**src/rtl/mult_div_unit.sv**
```systemverilog
// Iterative MIPS-style multiply/divide unit: one bit per cycle, HI/LO result registers.
// Define MDU_SIGNED_EN to enable signed MULT/DIV; otherwise Op[0] is ignored and all ops are unsigned.
module mult_div_unit #(
  parameter int DATA_WIDTH = 32
) (
  input  logic                  Clk,
  input  logic                  Reset,
  input  logic                  Start,
  input  logic [1:0]            Op,
  input  logic [DATA_WIDTH-1:0] BusA,
  input  logic [DATA_WIDTH-1:0] BusB,
  input  logic                  HiWr,
  input  logic                  LoWr,
  output logic                  Busy,
  output logic                  Done,
  output logic [DATA_WIDTH-1:0] Hi,
  output logic [DATA_WIDTH-1:0] Lo
);
  localparam int W  = DATA_WIDTH;
  localparam int CW = (W > 1) ? $clog2(W) : 1;

  localparam logic [1:0] IDLE = 2'd0;
  localparam logic [1:0] CALC = 2'd1;
  localparam logic [1:0] FIX  = 2'd2;
  localparam logic [1:0] DONE = 2'd3;

  logic [1:0]    state;
  logic [CW-1:0] bitCnt;
  logic [W-1:0]  hiReg, loReg;
  logic [W-1:0]  accHi, accLo;   // mult: {partial product, multiplier}; div: {remainder, dividend->quotient}
  logic [W-1:0]  operand;        // multiplicand magnitude or divisor magnitude
  logic [W-1:0]  origA;
  logic          isDiv, divZero;

  // operand magnitudes at issue
  logic          signA, signB;
  logic [W-1:0]  magA, magB;

`ifdef MDU_SIGNED_EN
  logic negRes, negRem;

  always_comb begin
    signA = Op[0] & BusA[W-1];
    signB = Op[0] & BusB[W-1];
  end
`else
  logic unusedOp0;
  assign unusedOp0 = Op[0];

  always_comb begin
    signA = 1'b0;
    signB = 1'b0;
  end
`endif

  always_comb begin
    magA = signA ? (~BusA + 1'b1) : BusA;
    magB = signB ? (~BusB + 1'b1) : BusB;
  end

  // one iteration of shift-add multiply / restoring divide
  logic [W:0]   mulSum, divShift, divDiff;
  logic         divOk;
  logic [W-1:0] nextHi, nextLo;

  always_comb begin
    mulSum   = {1'b0, accHi} + (accLo[0] ? {1'b0, operand} : '0);
    divShift = {accHi, accLo[W-1]};
    divDiff  = divShift - {1'b0, operand};
    divOk    = ~divDiff[W];
    if (isDiv) begin
      nextHi = divOk ? divDiff[W-1:0] : divShift[W-1:0];
      nextLo = {accLo[W-2:0], divOk};
    end else begin
      nextHi = mulSum[W:1];
      nextLo = {mulSum[0], accLo[W-1:1]};
    end
  end

  // final result with sign correction and divide-by-zero override
  logic [2*W-1:0] prod;
  logic [W-1:0]   quo, rem;
  logic [W-1:0]   fixHi, fixLo;

  always_comb begin
    prod = {accHi, accLo};
    quo  = accLo;
    rem  = accHi;
`ifdef MDU_SIGNED_EN
    if (negRes) begin
      prod = ~prod + 1'b1;
      quo  = ~quo + 1'b1;
    end
    if (negRem) rem = ~rem + 1'b1;
`endif
    if (!isDiv) begin
      fixHi = prod[2*W-1:W];
      fixLo = prod[W-1:0];
    end else if (divZero) begin
      fixHi = origA;
      fixLo = '1;
    end else begin
      fixHi = rem;
      fixLo = quo;
    end
  end

  always_ff @(posedge Clk) begin
    if (Reset) begin
      state   <= IDLE;
      bitCnt  <= '0;
      hiReg   <= '0;
      loReg   <= '0;
      accHi   <= '0;
      accLo   <= '0;
      operand <= '0;
      origA   <= '0;
      isDiv   <= 1'b0;
      divZero <= 1'b0;
`ifdef MDU_SIGNED_EN
      negRes  <= 1'b0;
      negRem  <= 1'b0;
`endif
    end else begin
      case (state)
        IDLE: begin
          if (Start) begin
            isDiv   <= Op[1];
            divZero <= (BusB == '0);
            origA   <= BusA;
            operand <= Op[1] ? magB : magA;
            accLo   <= Op[1] ? magA : magB;
            accHi   <= '0;
            bitCnt  <= '0;
`ifdef MDU_SIGNED_EN
            negRes  <= signA ^ signB;
            negRem  <= Op[1] & signA;
`endif
            state   <= CALC;
          end else begin
            if (HiWr) hiReg <= BusA;
            if (LoWr) loReg <= BusA;
          end
        end
        CALC: begin
          accHi  <= nextHi;
          accLo  <= nextLo;
          bitCnt <= bitCnt + 1'b1;
          if (bitCnt == CW'(W - 1)) state <= FIX;
        end
        FIX: begin
          hiReg <= fixHi;
          loReg <= fixLo;
          state <= DONE;
        end
        default: state <= IDLE;
      endcase
    end
  end

  assign Busy = (state == CALC) || (state == FIX);
  assign Done = (state == DONE);
  assign Hi   = hiReg;
  assign Lo   = loReg;

endmodule

```
**config.mk**
```make
export PLATFORM = sky130hd
export DESIGN_NAME = mult_div_unit
export DESIGN_NICKNAME = d
export VERILOG_FILES = /design/src/rtl/mult_div_unit.sv
export SDC_FILE = /design/constraint.sdc
export NUM_CORES = 1
export LEC_CHECK = 0
export BUFFER_PORTS_ARGS = -buffer_cell sky130_fd_sc_hd__buf_2
export CORE_ASPECT_RATIO = 0.6
export CORE_MARGIN = 2
export CORE_UTILIZATION = 45
export CTS_BUF_LIST = sky130_fd_sc_hd__clkbuf_16
export DETAILED_ROUTE_END_ITERATION = 10
export GPL_TIMING_DRIVEN = 0
export SLEW_MARGIN = 20
export SYNTH_ARGS = -nofsm -noshare
export SYNTH_HDL_FRONTEND = slang
export SYNTH_SLANG_ARGS = --single-unit
```
**constraint.sdc**
```tcl
create_clock -name Clk -period 9.4 [get_ports Clk]
set_input_delay 0.47 -clock Clk [delete_from_list [all_inputs] [get_ports Clk]]
set_output_delay 0.47 -clock Clk [all_outputs]
set_load 0.02 [all_outputs]
```
==> out/results.ini, run 1 <==
[detailed_routing]
wl_um=50000
drc=0
drt-initial-drc-count=1367
via_per_inst=6.00
wire_per_inst_um=21.9
postRouteAntennaNets=0
via_count=13700
dr.pass1.iters=5

[global_route]
grt_pass1_wl_um=75600
grt_max_degree=15
use_met3=0.0734
overflow=0
grt_use_total=0.321
grt_pass1_vias=12400
grt_use_met2=0.447
met1_usage=0.504
antenna_found_initial=2
top_usage_layer=met1

[timing]
worst_pin_slew_ns=0.990
setup_viol=0
slew_headroom=0.340
fin_skew_ns=0.0316
fmax_ghz=0.209
rsz0062_at_grt=false
tns_ns=0
slew_viol_final=0
hold_viol=0
final.min_clock_period_ns=4.80
post-route-period-util=0.510

[critical_path]
crit_path_end_kind=register
setup.worst_path.start_class=register
arrival_ns=5.22
worst_path_largest_cell_delay_ns=0.60
crit_top_cell=o21ai_1
path_cells=clkbuf_1 > nand2_1 > fa_1 > nor2b_1 > o31a_1 > o21ai_1 > o21ai_1 > a31oi_1 > o21ai_0 > a41oi_1 > a221o_1 > nor3b_1
crit_slowest_cell=dfxtp_1
required_ns=9.82
cp_max_fo=10
worst-setup-path-type=reg -> reg

[logic_synthesis]
ys_seq_elements=201
synth-edff-count=0
ys_types=72
synth_cells=1708
synth_area_per_cell_um2=7.76
synth_nets=1852
ys_seq_area_frac=0.304
postSynth.asyncResetShare=0
yosysWarnings=0
synth_ff_type=dfxtp_1
netlist_area_um2=13300

[power_and_ir_drop]
power.internal_mw=2.14
power_frac_clock=0.212
pwr-share-comb=0.468
sw_frac_of_total=0.460
p_leak_nw=5.95
p_seq_frac=0.320
switchingPower_mw=1.82
power.density_nw_per_um2=263
peakVddDrop_mv=0.164
fin_total_pwr_mw=3.96

[finish]
nNetsFinal=2009
postLayoutCellArea_um2=15100
final_common_cell=nand2_1
drive_gt1_frac=0.102
final_cell_mix=nand2_1, dfxtp_1, a21oi_1, nor2_1, buf_2
area_delta_synth_final_pct=13.8
fillers=2893
num_antenna_cells=0

[floorplanning]
chipWidth_um=226
start_util=0.459
die_h_um=137
coreArea_um2=28900
placementRows=48
die_area_um2=30900
io_pins=137

[run]
cap_violations=0

[place]
gp_congestion=0.967
io_buffers=134
dpl-instance-area_um2=14400
hpwl_um=40000

[clock_tree]
cts_buffers=21
clk_pin_slew_ns=0.07
cts_num_sinks=201
cts-resized-gates=0
postCtsSetupRepairBufs=0
cts_hold_buf=0
clockBufferDepth=3
cts_tree=built
cts-root-buf=clkbuf_16
cts_htree_levels=1
clock_latency_ns=0.54

[run_status]
status=complete, no violations

[worst_hold_path]
hold_path.class=in -> reg

synthesized netlist by cell type (all sizes together), types with 13 or more instances:
library cell  count  area, µm²
a22oi            18        135
nor2            178        668
a311oi           35        313
nor3             16       80.1
o211ai           13        103
dfxtp           201       4020
buf              16       96.3
inv              50        188
a211oi          105        811
mux2i            90        901
nand2           222        833
nor2b            44        275
xor2             22        193
ha               71        888
and2             40        250
o221ai           32        280
a21o             20        150
clkbuf          103        387
xnor2            30        282
o21ai            64        320
a21oi           202       1020
power groups by stage:
stage | Sequential (mW) | Combinational [mW] | Clock (mW)
global route | 1.29 | 2.03 | 0.880
CTS | 1.26 | 1.81 | 0.846
global placement | 1.28 | 1.78 | 0
floorplan | 1.28 | 1.19 | 0
finish | 1.27 | 1.85 | 0.841
detailed placement | 1.28 | 1.80 | 0
path summary, 6_finish.rpt:
check,start,end,slack (ns),depth (start not counted)
setup / recovery,accLo[0],accHi[31],4.60,12
hold / removal,BusA[17],origA[17],0.22,3
setup reg to reg,accLo[0],accHi[31],4.60,12
hold reg to reg,Lo[26],Lo[26],0.45,2
cell families (layout without fill, tap and decap cells):
| logic type | count (synthesis) | after routing | synth area share |
|---|---|---|---|
| xor gates and xnor gates | 52 | 52 | 0.0358 |
| DFF | 201 | 201 | 0.304 |
| adders and majority gates | 73 | 73 | 0.0700 |
| AOI/OAI and AO/OA | 564 | 564 | 0.284 |
| muxes | 90 | 90 | 0.0679 |
| buffers and inverters | 169 | 340 | 0.0506 |
| and+or+nand+nor | 559 | 559 | 0.188 |
cell type report:
type                       count  area [µm²]  area share
multi-input combinational   1338        8570       0.568
inverter                      50         188      0.0124
sequential                   201        4020       0.267
timing repair buffer         134         671      0.0444
buffer                       119         483      0.0320
clock inverter                16         133     0.00879
clock buffer                  21         526      0.0348
tap                          400         500      0.0332
state kept, by name, summed over array words and instances (netlist names):
name	count
origA	32
operand	32
divZero	1
accLo	32
bitCnt	5
state	2
accHi	32
Lo	32
Hi	32
isDiv	1
through the flow:
step	hold WS (ns)	utilization	instances	setup slack (ns)
finish	0.220	0.522	2279	4.60
global route	0.222	0.522	2279	4.44
CTS	0.210	0.522	2279	4.93
detailed placement	0.442	0.500	2242	5.00
global placement	0.441	0.499	2242	4.97
floorplan	0.437	-	1708	6.41
worst max-delay path, delay by kind of cell (launching register included):
family / cells / cell delay (ns)
AO/OA/AOI/OAI: 7 / 2.30
adder cells (fa/ha/maj): 1 / 0.41
buffers and inverters: 1 / 0.60
flip-flops: 1 / 0.60
AND/OR/NAND/NOR: 3 / 0.76
per-layer routing:
| layer | part of all wire | routed length [µm] |
|---|---|---|
| met5 | 0.00016 | 8 |
| met1 | 0.50 | 25200 |
| met3 | 0.095 | 4750 |
| met4 | 0.013 | 645 |
| met2 | 0.39 | 19500 |
(Power assumes the default switching activity.)
==> run 2: changes to the inputs <==
Settings changed: PLACE_DENSITY from default to 0.66.
Clock period 9.4 ns to 4.35 ns, I/O delays scaled along.
==> run 2 against run 1 <==
Via count is 2.6% higher. Critical path depth stayed put. Global-route usage is 0.36 points lower. Largest power group unchanged. Count of clock-buffer cells in the layout is 2 higher. Core utilization is 0.67 points higher. Register-to-register slack worse by 4.3 ns. Clock power is 110% higher. Critical path type unchanged. Sequential power is 120% higher. Clock skew is 0.015 ns lower. Combinational power is 120% higher. Critical endpoint unchanged.
==> out/results.ini, run 2 (synthesized netlist as in run 1, its figures left out) <==
[clock_tree]
cts_num_sinks=201
cts-root-buf=clkbuf_16
cts_htree_levels=1
cts_tree=built
clockBufferDepth=3
clk_pin_slew_ns=0.07
clock_latency_ns=0.52
cts_buffers=22

[timing]
slew_headroom=0.235
slew_viol_final=0
setup_ws_ns=0.281
setup_viol=0
rsz0062_at_grt=false
fin_skew_ns=0.0166
worst_pin_slew_ns=1.15
tns_ns=0
fmax_ghz=0.246
post-route-period-util=0.935
hold_viol=0
final.min_clock_period_ns=4.07

[detailed_routing]
via_per_inst=6.11
via_count=14000
wire_per_inst_um=21.8
postRouteAntennaNets=0
drt-initial-drc-count=1718
dr.pass1.iters=7
wl_um=50100
drc=0

[power_and_ir_drop]
power.density_nw_per_um2=562
sw_frac_of_total=0.464
power.internal_mw=4.60
switchingPower_mw=3.99
fin_total_pwr_mw=8.59
peakVddDrop_mv=0.295
power_frac_clock=0.210
p_seq_frac=0.319
p_leak_nw=6.03
pwr-share-comb=0.471

[critical_path]
setup.worst_path.start_class=register
reg2reg_slack_ns=0.28
worst_path_largest_cell_delay_ns=0.45
critPathTopFamily=compound AO/OA/AOI/OAI gates
crit_buf_inv=1
crit_start=accLo[0]
crit_slowest_cell=dfxtp_2
crit_top_cell=o21ai_1
crit_path_end_kind=register
arrival_ns=4.50
path_cells=clkbuf_2 > nand2_1 > fa_1 > nor2b_1 > o31a_1 > o21ai_1 > o21ai_2 > a31oi_1 > o21ai_1 > a41oi_1 > a221o_1 > nor3b_1
cp_max_fo=10
required_ns=4.78
timing.rr.start=accLo[0]
worst-setup-path-type=reg -> reg

[global_route]
grt_pass1_vias=12900
grt_pass1_wl_um=75200
antenna_found_initial=2
grt_max_degree=15
overflow=0
grt_use_total=0.318

[floorplanning]
die_area_um2=30900
chipWidth_um=226
io_pins=137
placementRows=48
die_h_um=137
coreArea_um2=28900
start_util=0.459

[place]
gp_congestion=0.968
io_buffers=134
hpwl_um=39600
pre_cts_ws_ns=-0.0937

[finish]
num_antenna_cells=0
register_area_um2=4030
area_delta_synth_final_pct=15.3
multi_input_area_um2=8570
drive_gt1_frac=0.104
nNetsFinal=2028
fillers=2823
final_cell_mix=nand2_1, dfxtp_1, a21oi_1, nor2_1, buf_2
final_common_cell=nand2_1
finalCoreUtilization=0.529

[run_status]
status=complete, no violations

[run]
cap_violations=0

[worst_hold_path]
min-delay-start=BusA[14]
hold_path.class=in -> reg

run 2: per-layer routing:
layer	share of wire	global-route usage
met5	0.00018	0
met4	0.017	0.0559
met3	0.13	0.104
met2	0.38	0.435
met1	0.48	0.479
run 2: final cells by class:
type,instances,share of cell area
multi-input combinational,1338,0.561
timing repair buffer,152,0.0557
clock inverter,15,0.00589
sequential,201,0.263
buffer,119,0.0317
tap,400,0.0327
clock buffer,23,0.0377
inverter,50,0.0123
run 2: what timing repair did:
action	4_1_cts	5_1_grt
endpoints found under the setup margin	1	3
hold buffers	18	0
hold endpoints to repair	18	0
resized for setup	1	3
buffers inserted	0	0
run 2: worst min-delay path, cell delays in order:
cell     delay [ns]
buf_2          0.14
nand2_1        0.07
a21oi_1        0.06
run 2: path summary, 6_finish.rpt:
| check | to | cells after the start |
|---|---|---|
| max | accHi[31] | 12 |
| min reg2reg | Lo[1] | 2 |
| max reg2reg | accHi[31] | 12 |
| min | origA[14] | 3 |
run 2: power groups by stage:
stage	Sequential [mW]	Combinational [mW]	Clock (mW)
3_3_place_gp	2.75	3.81	0
6_report	2.74	4.04	1.80
3_5_place_dp	2.76	3.88	0
4_1_cts	2.72	3.91	1.80
2_1_floorplan	2.76	2.58	0
5_1_grt	2.78	4.37	1.87
run 2: stage by stage:
stage,hold slack [ns],instances,instance area [µm²]
floorplan,0.353,1708,13300
global placement,0.440,2242,14400
detailed placement,0.441,2242,14400
CTS,0.00152,2298,15300
global route,0.00525,2298,15300
finish,0.0123,2298,15300
